==> config.mk <==
export PLATFORM = sky130hd
export DESIGN_NAME = sargantana_icache_ifill_responder
export DESIGN_NICKNAME = d
export VERILOG_FILES = /design/src/rtl/sargantana_icache_ifill_responder.sv
export SDC_FILE = /design/constraint.sdc
export NUM_CORES = 1
export LEC_CHECK = 0
export ABC_AREA = 1
export CAP_MARGIN = 10
export CELL_PAD_IN_SITES_DETAIL_PLACEMENT = 1
export CELL_PAD_IN_SITES_GLOBAL_PLACEMENT = 2
export CORE_MARGIN = 2
export CORE_UTILIZATION = 27
export DETAILED_ROUTE_END_ITERATION = 6
export PLACE_DENSITY = 0.84
export REMOVE_ABC_BUFFERS = 1
export SYNTH_ARGS = -nofsm -noshare
export SYNTH_HDL_FRONTEND = slang
export SYNTH_SLANG_ARGS = --single-unit
==> constraint.sdc <==
create_clock -name clk_i -period 18.1 [get_ports clk_i]
set_input_delay 5.43 -clock clk_i [delete_from_list [all_inputs] [get_ports clk_i]]
set_output_delay 5.43 -clock clk_i [all_outputs]
set_load 0.01 [all_outputs]
==> src/rtl/sargantana_icache_ifill_responder.sv <==
// Upper-level iFill responder: one outstanding line fill assembled from memory beats,
// plus a 1-entry invalidation forwarder. Optional fill-latency counter: SARGANTANA_IFILL_LAT_CNT_EN.
module sargantana_icache_ifill_responder #(
  parameter int unsigned PADDR_W = 40,
  parameter int unsigned LINE_W  = 256,
  parameter int unsigned BEAT_W  = 64,
  parameter int unsigned WAY_W   = 2
) (
  input  logic               clk_i,
  input  logic               rst_i,
  input  logic               ifill_req_valid_i,
  input  logic [PADDR_W-1:0] ifill_req_paddr_i,
  input  logic [WAY_W-1:0]   ifill_req_way_i,
  output logic               ifill_req_ready_o,
  output logic               ifill_resp_valid_o,
  output logic               ifill_resp_ack_o,
  output logic [LINE_W-1:0]  ifill_resp_data_o,
  output logic [1:0]         ifill_resp_beat_o,
  output logic [WAY_W-1:0]   ifill_resp_way_o,
  output logic               ifill_resp_inv_valid_o,
  output logic [PADDR_W-1:0] ifill_resp_inv_paddr_o,
  output logic               mem_req_valid_o,
  output logic [PADDR_W-1:0] mem_req_addr_o,
  input  logic               mem_req_ready_i,
  input  logic               mem_resp_valid_i,
  input  logic [BEAT_W-1:0]  mem_resp_data_i,
  input  logic               inv_valid_i,
  input  logic [PADDR_W-1:0] inv_paddr_i,
  output logic               inv_ready_o
`ifdef SARGANTANA_IFILL_LAT_CNT_EN
  ,
  output logic [15:0]        fill_lat_o
`endif
);

  localparam int unsigned N_BEATS = LINE_W / BEAT_W;
  localparam int unsigned CNT_W   = $clog2(N_BEATS);
  localparam int unsigned OFF_W   = $clog2(LINE_W / 8);
  localparam logic [CNT_W-1:0]   LAST_CNT  = CNT_W'(N_BEATS - 1);
  localparam logic [1:0]         LAST_BEAT = 2'(N_BEATS - 1);
  localparam logic [PADDR_W-1:0] LINE_MASK = {{(PADDR_W-OFF_W){1'b1}}, {OFF_W{1'b0}}};

  typedef enum logic [1:0] {IDLE, MEM_REQ, MEM_BEATS, RESP} state_t;

  typedef struct packed {
    logic [PADDR_W-1:0] paddr;
    logic [WAY_W-1:0]   way;
  } fill_req_t;

  state_t             state_q, state_d;
  fill_req_t          req_q;
  logic [CNT_W-1:0]   cnt_q;
  logic [LINE_W-1:0]  line_q;
  logic               inv_vld_q;
  logic [PADDR_W-1:0] inv_paddr_q;

  logic accept, mem_hs, beat_en, inv_emit, inv_cap;

  // Pending invalidations win over new requests, but only while no fill is in flight.
  always_comb begin
    state_d  = state_q;
    accept   = 1'b0;
    mem_hs   = 1'b0;
    beat_en  = 1'b0;
    inv_emit = 1'b0;
    case (state_q)
      IDLE: begin
        if (inv_vld_q) begin
          inv_emit = 1'b1;
        end else if (ifill_req_valid_i) begin
          accept  = 1'b1;
          state_d = MEM_REQ;
        end
      end
      MEM_REQ: begin
        if (mem_req_ready_i) begin
          mem_hs  = 1'b1;
          state_d = MEM_BEATS;
        end
      end
      MEM_BEATS: begin
        if (mem_resp_valid_i) begin
          beat_en = 1'b1;
          if (cnt_q == LAST_CNT) state_d = RESP;
        end
      end
      RESP:    state_d = IDLE;
      default: state_d = IDLE;
    endcase
  end

  assign inv_cap = inv_valid_i && !inv_vld_q;

  always_ff @(posedge clk_i or posedge rst_i) begin
    if (rst_i) begin
      state_q <= IDLE;
    end else begin
      state_q <= state_d;
    end
  end

  always_ff @(posedge clk_i or posedge rst_i) begin
    if (rst_i) begin
      req_q  <= '0;
      cnt_q  <= '0;
      line_q <= '0;
    end else begin
      if (accept) begin
        req_q.paddr <= ifill_req_paddr_i & LINE_MASK;
        req_q.way   <= ifill_req_way_i;
      end
      if (mem_hs) cnt_q <= '0;
      else if (beat_en) cnt_q <= cnt_q + 1'b1;
      for (int b = 0; b < int'(N_BEATS); b++) begin
        if (beat_en && cnt_q == CNT_W'(b)) line_q[b*BEAT_W +: BEAT_W] <= mem_resp_data_i;
      end
    end
  end

  // Capture requires an empty buffer, so capture and emission never coincide.
  always_ff @(posedge clk_i or posedge rst_i) begin
    if (rst_i) begin
      inv_vld_q   <= 1'b0;
      inv_paddr_q <= '0;
    end else if (inv_cap) begin
      inv_vld_q   <= 1'b1;
      inv_paddr_q <= inv_paddr_i;
    end else if (inv_emit) begin
      inv_vld_q   <= 1'b0;
      inv_paddr_q <= '0;
    end
  end

  assign ifill_req_ready_o      = accept;
  assign ifill_resp_ack_o       = (state_q == RESP);
  assign ifill_resp_valid_o     = ifill_resp_ack_o || inv_emit;
  assign ifill_resp_data_o      = line_q;
  assign ifill_resp_beat_o      = ifill_resp_ack_o ? LAST_BEAT : 2'b0;
  assign ifill_resp_way_o       = ifill_resp_ack_o ? req_q.way : '0;
  assign ifill_resp_inv_valid_o = inv_emit;
  assign ifill_resp_inv_paddr_o = inv_emit ? inv_paddr_q : '0;
  assign mem_req_valid_o        = (state_q == MEM_REQ);
  assign mem_req_addr_o         = mem_req_valid_o ? req_q.paddr : '0;
  assign inv_ready_o            = !inv_vld_q;

`ifdef SARGANTANA_IFILL_LAT_CNT_EN
  logic [15:0] lat_cnt_q, lat_q;

  always_ff @(posedge clk_i or posedge rst_i) begin
    if (rst_i) begin
      lat_cnt_q <= '0;
      lat_q     <= '0;
    end else begin
      if (accept) lat_cnt_q <= '0;
      else if ((state_q == MEM_REQ || state_q == MEM_BEATS) && lat_cnt_q != 16'hFFFF)
        lat_cnt_q <= lat_cnt_q + 16'd1;
      if (state_q == RESP) lat_q <= lat_cnt_q;
    end
  end

  // Live count during the response cycle, captured copy afterwards.
  assign fill_lat_o = (state_q == RESP) ? lat_cnt_q : lat_q;
`endif

endmodule

# Yosys cells after proc, flatten, opt, wreduce, memory -nomap -nowiden
# Cells that the tools add are included.
# Widths: inputs -> output; s select.
[classes] add_sub_neg=1 muxes=25 n_eq_ne=11 n_reduce_logical=12
[ops] cell="$mux 40" n=4
[ops] cell="$mux 2" n=9
[ops] cell="$mux 1" n=11
[ops] cell="$eq 2x2->1 const B" n=4
[ops] cell="$ne 2x2->1 const B" n=4
[ops] cell="$pmux 2 s4" n=1
[ops] cell="$logic_and 1x1->1" n=5
[ops] cell="$reduce_and 5->1" n=1
[ops] cell="$eq 2x1->1 const B" n=2
[ops] cell="$logic_not 2->1" n=2
[ops] cell="$reduce_bool 2->1" n=2
[ops] cell="$add 2x1->2 const B" n=1
[ops] cell="$ne 2x1->1 const B" n=1
[ops] cell="$logic_not 1->1" n=1
[ops] cell="$logic_or 1x1->1" n=1
[totals] output_inout_bits=346 ff_bits=338 input_bits=152 wordCells=59

# Depth between registers and ports, before layout
# Gate-level depths: netlist (run 1).
[logic_depth] word_depth=4 depth_mapped=9 ltp_nobuf=7

# Worst setup path after synthesis (run 1)
# No wires, ideal clock.
[synth_path] kind="input -> output" startpoint="input ifill_req_valid_i" endpoint="output ifill_req_ready_o" slack_ns=6.912 t_arrival_ns=5.758 cell_stages=3 required_time_ns=12.670 path_buffers=1 cell_sequence="nand3_1 inv_1 buf_2"
[synth_via] elab_chain_cells=3
[synth_rtl] element="start, declared" line_no="11" rtl="input logic ifill_req_valid_i,"
[synth_rtl] element="$mux 1" line_no="70" rtl="end else if (ifill_req_valid_i) begin"
[synth_rtl] element="$mux 1" line_no="68" rtl="if (inv_vld_q) begin"
[synth_rtl] element="$mux 1" line_no="66" rtl="case (state_q)"
[synth_rtl] element="end, declared" line_no="14" rtl="output logic ifill_req_ready_o,"
# Every way passes these cells.

# Final worst setup path (run 1)
# Same ends and word-level chain as after synthesis.

==> flow_summary.yaml, run 1 <==
routing:
  via_per_inst: 4.357
  drt_iter0_drc: 571
  dr_total_vias: 11194
  drc: 0
  drtPass1Iterations: 4
  drt-wirelength-per-cell_um: 17.61
  routed_wl_um: 45240
  detail-route-antenna-nets: 0
timing:
  min_period_over_period_pct: 71.03
  finalClockSkew_ps: 17.91
  fmax_mhz: 77.79
  worst_slack_ps: 5244
  worstMarginPinSlew_ps: 1132
  slew_violations: 0
  finalHoldViolCount: 0
  setup_viol: 0
  fin_setup_tns_ps: 0
  maxSlewHeadroom_pct: 24.51
  rsz0062_at_grt: "no"
  fin_crit_ps: 12860
setup_path:
  slowest_delay_ps: 620
  critPathSlowestCell: "clkdlybuf4s50_1"
  critPathLaunch: "ifill_req_valid_i"
  critPathLaunchType: "primary input"
  worstPathMaxFanout: 38
  end_kind: "primary output"
  crit_required_ps: 12670
  critPathTopFamily: "buffers and inverters"
  timing.rr.start: "state_q[0]"
  worst-r2r-cell-count: 8
  arrival_ps: 7430
  path_cells: "clkdlybuf4s50_1 > nand3_1 > buf_4 > inv_1 > buf_4 > clkdlybuf4s50_1"
  setup.worst_path.class: "primary input to primary output"
  cp_num_cells: 6
  crit_buf_inv: 5
synth:
  synth_top_family_by_area: "compound AO/OA/AOI/OAI gates"
  syn_area_um2: 14100
  synthSimpleGateAreaFrac_pct: 14.04
  synth_fa_ha_area_share_pct: 0.8875
  synth.area.mux_share_pct: 0
  synth_top_area_share_pct: 59.99
  synth-seq-area-share_pct: 59.99
  synth_area_leaders: "dfrtp_1, nand2_1, o21ai_2"
  yosys_warnings: 0
  synthCells: 1408
  ys_ff_latch: 338
  avgSynthCellArea_um2: 10.01
  synthDistinctLibCells: 21
  synth-xor-area-share_pct: 0
  synth_compound_area_share_pct: 15.29
  synthDominantAreaCellType: "dfrtp_1"
clock_tree:
  post_cts_buffers: 0
  cts_sinks: 338
  cts_made_buffers: 41
  cts_root_buffer: "clkbuf_16"
  clk_latency_ps: 540
  cts_hold_buf: 0
  cts_tree: "built"
  clk_path_buf_depth: 3
  cts-htree-levels: 2
  ctsResizeCount: 0
  clk_pin_slew_worst_paths_ps: 60
flow_run:
  maxCapViolCount: 0
placement:
  hpwl_um: 30860
  place_ws_ps: 5253
  place_congestion: 0.7688
  io_buffers: 487
  placed_cell_area_um2: 19180
global_routing:
  grt_pass1_wl_um: 69250
  antenna_found_initial: 1
  grt_max_degree: 129
  grt_overflow: 0
  grt_pass1_vias: 11909
  grtUsageTotal_pct: 16.31
min_path:
  hold_depth: 2
  hp-class: "register to register"
  worstHoldStart: "req_q[1]"
finish:
  utilization_pct: 39.96
  ff_latch_area_um2: 8458
  layout-drive-gt1-share_pct: 13.29
  n_fill_cell: 5855
  design_area_um2: 20580
  diodes: 0
  multi_input_area_um2: 4334
  area_delta_synth_final_pct: 45.98
  nNetsFinal: 2022
floorplan:
  die_y_um: 232.5
  start_util_pct: 27.37
  pin_count: 498
  die_w_um: 232.5
  rows: 83
  floorplan.die_area_um2: 54060
  core_area_um2: 51510
status:
  outcome: "finished, final reports clean"
power_and_ir_drop:
  powerDensity_nw_per_um2: 174.6
  ir_drop_mv: 0.07840
  total_power_uw: 3594
  p_leak_uw: 0.009654
-- final timing paths --
kind / slack, ps / end
worst min register to register: 480 / req_q[1]
worst max register to register: 15460 / ifill_resp_data_o[149]
worst min-delay path: 480 / req_q[1]
worst max-delay path: 5240 / ifill_req_ready_o
min in group asynchronous: 5470 / inv_paddr_q[28]
max in group asynchronous: 10220 / ifill_resp_data_o[188]
-- through the flow --
stage / std cells / hold WS, ps
after floorplan: 1320 / 448.7
after global placement: 2496 / 462.6
after detailed placement: 2496 / 467.5
after CTS: 2568 / 482.4
after global routing: 2569 / 496.9
final: 2569 / 475.9
-- placed cells by master (no fill, tap or decap), types with 4 or more instances in the layout --
master             n
clkdlybuf4s50_1  487
nand2_1          416
dfrtp_1          338
o21ai_2          169
inv_1            153
o21ai_1           87
nand3_1           44
o21ai_0           43
clkbuf_16         43
nor2_1            41
clkbuf_8          12
ha_1              10
clkbuf_1          10
buf_4              9
conb_1             5
nand2_8            4
-- report_power, final --
part | internal [µW] | switching [µW]
Combinational | 753 | 751
Sequential | 1090 | 173
Clock | 511 | 320
Total | 2350 | 1240
-- worst register-to-register path, delay by kind of cell, from the launching register on --
| family | cells | cell delay, ps |
|---|---|---|
| adder cells (fa/ha/maj) | 1 | 240 |
| AO/OA/AOI/OAI | 1 | 100 |
| AND/OR/NAND/NOR | 3 | 670 |
| buffers and inverters | 3 | 1170 |
| flip-flops | 1 | 370 |
-- final cells by class --
cell class	count	share of cell area, %
Clock buffer	65	6.213
Clock inverter	7	0.4560
Inverter	156	2.894
Multi-Input combinational cell	826	21.06
Sequential cell	338	41.10
Tap cell	680	4.134
Timing Repair Buffer	497	24.15
-- Yosys cell counts (all sizes together) --
library cell	n
nor2	41
inv	156
conb	1
nand2	421
or2	2
a21oi	2
nand3	44
buf	79
o21bai	2
dfrtp	338
ha	10
clkbuf	13
o21ai	299
-- cells by family after synthesis --
family	after synthesis
flip-flops	338
AO/OA/AOI/OAI	303
buffers and inverters	248
AND/OR/NAND/NOR	508
adder cells (fa/ha/maj)	10
other	1
-- registers in the layout (all words and copies together), names as in the netlist --
signal and cells:
inv_vld_q 1, state_q 2, ifill_resp_data_o 256, req_q 37, inv_paddr_q 40, cnt_q 2
-- metal layers --
layer | global-route usage, % | vias up | routed length (µm) | share of wire, %
met4 | 5.434 | 2 | 1249 | 2.8
met1 | 20.18 | 5502 | 18710 | 41
met5 | 0 | - | 11 | 0.024
met3 | 4.645 | 75 | 2984 | 6.6
li1 | - | 5316 | - | -
met2 | 27.30 | 299 | 22280 | 49
Power figures use the tool's default switching activity.
==> run 2: changes to the inputs <==
--- a/config.mk
+++ b/config.mk
@@ -10,9 +10,9 @@
 export CELL_PAD_IN_SITES_DETAIL_PLACEMENT = 1
 export CELL_PAD_IN_SITES_GLOBAL_PLACEMENT = 2
 export CORE_MARGIN = 2
-export CORE_UTILIZATION = 27
+export CORE_UTILIZATION = 24
 export DETAILED_ROUTE_END_ITERATION = 6
-export PLACE_DENSITY = 0.84
+export PLACE_DENSITY = 0.8
 export REMOVE_ABC_BUFFERS = 1
 export SYNTH_ARGS = -nofsm -noshare
 export SYNTH_HDL_FRONTEND = slang
==> constraint.sdc (replaced) <==
create_clock -name clk_i -period 11.3 [get_ports clk_i]
set_input_delay 3.39 -clock clk_i [delete_from_list [all_inputs] [get_ports clk_i]]
set_output_delay 3.39 -clock clk_i [all_outputs]
set_load 0.01 [all_outputs]
==> run 2 against run 1 <==
Global-route usage fell by 1.4 points. Total power is 59% higher. Die area grew 12%. Sequential power up 60%. Highest routed layer is now met4. Clock skew decreased by 8.3 ps. Worst setup slack worse by 2300 ps. Register-to-register slack worse by 6800 ps. Routed wire length increased by 0.97%. Design area is 0.27% higher. First-iteration DRC count fell by 10%.
==> flow_summary.yaml, run 2 (synthesis results as in run 1) <==
global_routing:
  grt_pass1_vias: 11904
  grt_pass1_wl_um: 71020
  grt_overflow: 0
  antenna_found_initial: 1
  grtUsageTotal_pct: 14.93
  grt_max_degree: 175
finish:
  layout-drive-gt1-share_pct: 13.25
  final_cell_mix: "clkdlybuf4s50_1, nand2_1, dfrtp_1"
  area_delta_synth_final_pct: 46.38
  n_fill_cell: 6612
  design_area_um2: 20640
  final_common_cell: "clkdlybuf4s50_1"
  largest_reg_flops: 256
  nNetsFinal: 2023
floorplan:
  die_y_um: 246.4
  floorplan.die_area_um2: 60700
  die_w_um: 246.4
  pin_count: 498
  rows: 88
  start_util_pct: 24.34
  core_area_um2: 57920
timing:
  setup_viol: 0
  fmax_mhz: 119.7
  fin_crit_ps: 8354
  worstMarginPinSlew_ps: 1148
  rsz0062_at_grt: "no"
  fin_setup_tns_ps: 0
  worst_slack_ps: 2946
  finalHoldViolCount: 0
  min_period_over_period_pct: 73.93
  hold_ws_ps: 475.8
  maxSlewHeadroom_pct: 23.46
  slew_violations: 0
  finalClockSkew_ps: 9.648
setup_path:
  critPathMostFrequentCell: "clkdlybuf4s50_1"
  setup.worst_path.class: "primary input to primary output"
  arrival_ps: 4960
  critPathLaunchType: "primary input"
  end_kind: "primary output"
  worst-r2r-cell-count: 8
  slowest_delay_ps: 550
  critPathSlowestCell: "clkdlybuf4s50_1"
  cp_num_cells: 5
  crit_buf_inv: 4
  critPathTopFamily: "buffers and inverters"
  path_cells: "clkdlybuf4s50_1 > nand3_1 > buf_4 > inv_1 > clkdlybuf4s50_1"
  worstPathMaxFanout: 38
  crit_required_ps: 7910
placement:
  place_congestion: 0.7490
  place_ws_ps: 2952
  io_buffers: 487
  hpwl_um: 30880
  placed_cell_area_um2: 19310
min_path:
  hold_depth: 2
  hp-class: "register to register"
clock_tree:
  cts_root_buffer: "clkbuf_16"
  cts-htree-levels: 2
  ctsResizeCount: 0
  post_cts_buffers: 0
  cts_tree: "built"
  cts_sinks: 338
  cts_hold_buf: 0
  clk_latency_ps: 540
  clk_path_buf_depth: 3
  cts_made_buffers: 41
  clk_pin_slew_worst_paths_ps: 60
routing:
  drc: 0
  drt_iter0_drc: 513
  routed_wl_um: 45670
  drt-wirelength-per-cell_um: 17.22
  drtPass1Iterations: 4
  via_per_inst: 4.177
  dr_total_vias: 11081
  detail-route-antenna-nets: 0
status:
  outcome: "finished, final reports clean"
flow_run:
  maxCapViolCount: 0
power_and_ir_drop:
  total_power_uw: 5719
  powerDensity_nw_per_um2: 277.1
  ir_drop_mv: 0.1199
  p_leak_uw: 0.009639
==> run 2: area by class of cell <==
| cell class | count | area (µm²) | area share [%] |
|---|---|---|---|
| flip-flops and latches | 338 | 8458 | 40.98 |
| inverters | 156 | 595.6 | 2.886 |
| well taps | 765 | 957.2 | 4.638 |
| clock inverters | 10 | 136.4 | 0.6608 |
| repair buffers | 498 | 4970 | 24.08 |
| multi-input cells | 826 | 4334 | 21.00 |
| clock buffers | 59 | 1184 | 5.735 |
| diodes | 1 | 2.502 | 0.01213 |
==> run 2: layer usage <==
metal | track usage, % | wire [µm]
met1 | 18.05 | 18650
met2 | 25.21 | 22570
met3 | 3.660 | 2664
met4 | 6.396 | 1782
met5 | 0 | 0
==> run 2: path summary, 6_finish.rpt <==
path	start	to	slack [ps]
min	req_q[32]	req_q[32]	480
max reg2reg	state_q[0]	ifill_resp_data_o[196]	8670
min reg2reg	req_q[32]	req_q[32]	480
max in group asynchronous	rst_i	ifill_resp_data_o[157]	6380
min in group asynchronous	rst_i	inv_paddr_q[9]	3360
max	ifill_req_valid_i	ifill_req_ready_o	2950
==> run 2: stage by stage <==
step                      util (%)  cells
final                        35.63   2653
after global routing         35.63   2653
after CTS                    35.63   2652
after detailed placement     33.35   2583
after global placement       33.35   2583
after floorplan                  -   1320
==> run 2: power by group <==
part           internal, µW  leakage [µW]  switching [µW]
combinational          1200       0.00467            1190
sequential             1740       0.00431             273
clock                   793      0.000652             519
total                  3730       0.00964            1990
==> run 2: worst min-delay path: stages (launching register included) <==
cell and delay (ps):
dfrtp_1 340, nand2_1 50, nand2_1 50
==> run 3: changes to the inputs <==
==> constraint.sdc (replaced) <==
create_clock -name clk_i -period 7.2 [get_ports clk_i]
set_input_delay 2.16 -clock clk_i [delete_from_list [all_inputs] [get_ports clk_i]]
set_output_delay 2.16 -clock clk_i [all_outputs]
set_load 0.01 [all_outputs]
==> run 3 against run 2 <==
Largest power group unchanged. Critical endpoint unchanged. Sequential share of layout area is 0.19 points lower. Register-to-register slack worse by 4200 ps. Worst setup slack lost 1600 ps.
==> flow_summary.yaml, run 3 (synthesis results as in run 1) <==
status:
  outcome: "finished, final reports clean"
finish:
  layout.cells.non_filler: 2657
  layout-drive-gt1-share_pct: 13.48
  n_fill_cell: 6583
  multi_input_area_um2: 4334
  final_common_cell: "clkdlybuf4s50_1"
  nNetsFinal: 2024
  design_area_um2: 20730
  ff_latch_area_um2: 8458
  final_cell_mix: "clkdlybuf4s50_1, nand2_1, dfrtp_1"
  largest_reg_flops: 256
  area_delta_synth_final_pct: 47.04
timing:
  fmax_mhz: 169.8
  fin_setup_tns_ps: 0
  finalHoldViolCount: 0
  worst_slack_ps: 1311
  setup_viol: 0
  finalClockSkew_ps: 16.12
  rsz0062_at_grt: "no"
  worstMarginPinSlew_ps: 1023
  maxSlewHeadroom_pct: 31.78
  fin_crit_ps: 5889
  min_period_over_period_pct: 81.80
  slew_violations: 0
floorplan:
  die_w_um: 246.4
  floorplan.die_area_um2: 60700
  start_util_pct: 24.34
  core_area_um2: 57920
  rows: 88
  pin_count: 498
  die_y_um: 246.4
clock_tree:
  cts_hold_buf: 0
  clk_path_buf_depth: 3
  cts_root_buffer: "clkbuf_16"
  cts_made_buffers: 41
  clk_pin_slew_worst_paths_ps: 60
  cts_tree: "built"
  cts_sinks: 338
  post_cts_buffers: 0
  clk_latency_ps: 550
  ctsResizeCount: 0
  cts-htree-levels: 2
routing:
  drtPass1Iterations: 4
  drt_iter0_drc: 456
  drc: 0
  dr_total_vias: 11204
  drt-wirelength-per-cell_um: 17.60
  routed_wl_um: 46760
  detail-route-antenna-nets: 0
  via_per_inst: 4.217
setup_path:
  critPathLaunch: "ifill_req_valid_i"
  worst-r2r-cell-count: 8
  arrival_ps: 3730
  end_kind: "primary output"
  crit_required_ps: 5040
  worstPathMaxFanout: 38
  ff2ff_setup_slack_ps: 4460
  worstSetupEndpoint: "ifill_req_ready_o"
  setup.worst_path.class: "primary input to primary output"
  timing.rr.start: "state_q[0]"
  critPathLaunchType: "primary input"
  r2r_end: "ifill_resp_data_o[213]"
placement:
  placed_cell_area_um2: 19330
  place_ws_ps: 1303
  hpwl_um: 31620
  io_buffers: 487
  dp.cells: 2584
  place_congestion: 0.7592
global_routing:
  grt_max_degree: 129
  gr-usage-met2_pct: 25.55
  use_met3_pct: 4.139
  grt_pass1_vias: 12090
  grtUsageTotal_pct: 15.20
  grt_pass1_wl_um: 72170
  grt_overflow: 0
  gr-usage-met1_pct: 18.21
  busiest_layer: "met2"
  antenna_found_initial: 1
min_path:
  hp-class: "register to register"
  hold_depth: 2
power_and_ir_drop:
  powerDensity_nw_per_um2: 437.9
  ir_drop_mv: 0.1909
  p_leak_uw: 0.009682
flow_run:
  maxCapViolCount: 0
-- run 3: changes by cell type in the layout (fill, tap and decap cells not counted), sizes merged --
cell,before,now
buf,11,12
bufinv,3,5
clkinv,4,5
clkinvlp,0,1
inv,159,158
-- run 3: metal layers --
| metal | wire length (µm) | up-vias |
|---|---|---|
| met2 | 22990 | 280 |
| li1 | - | 5325 |
| met4 | 1855 | 0 |
| met3 | 2992 | 93 |
| met1 | 18920 | 5506 |
| met5 | 0 | - |
-- run 3: area by class of cell --
type                       count  area share, %
sequential                   338          40.80
timing repair buffer         499          24.07
multi-input combinational    826          20.91
clock buffer                  59          5.758
tap                          765          4.617
inverter                     156          2.873
clock inverter                13         0.9657
antenna                        1        0.01207
-- run 3: worst min path at each step --
stage	startpoint	end	slack (ps)
after floorplan	req_q[10]	req_q[10]	450
after global placement	req_q[24]	req_q[24]	460
after detailed placement	req_q[15]	req_q[15]	470
after CTS	ifill_resp_data_o[92]	ifill_resp_data_o[92]	480
after global routing	req_q[28]	req_q[28]	500
final	req_q[11]	req_q[11]	480
-- run 3: power by group --
| group | leakage, µW | switching [µW] | total (µW) | internal, µW |
|---|---|---|---|---|
| sequential | 0.00431 | 432 | 3160 | 2730 |
| clock | 0.000686 | 815 | 2140 | 1330 |
| combinational | 0.00468 | 1890 | 3770 | 1880 |
| total | 0.00968 | 3140 | 9080 | 5940 |
-- run 3: per-stage QoR --
stage                     hold slack (ps)  total power, µW  util, %
final                               478.7             9077    35.80
after global routing                501.5             9706    35.80
after CTS                           483.5             9260    35.79
after detailed placement            467.0             7012    33.38
after global placement              462.1             6888    33.38
after floorplan                     448.7             4791        -
-- run 3: critical path, stage by stage --
cell	delay, ps
clkdlybuf4s50_1	480
nand3_1	80
buf_4	320
inv_1	130
clkdlybuf4s50_1	540
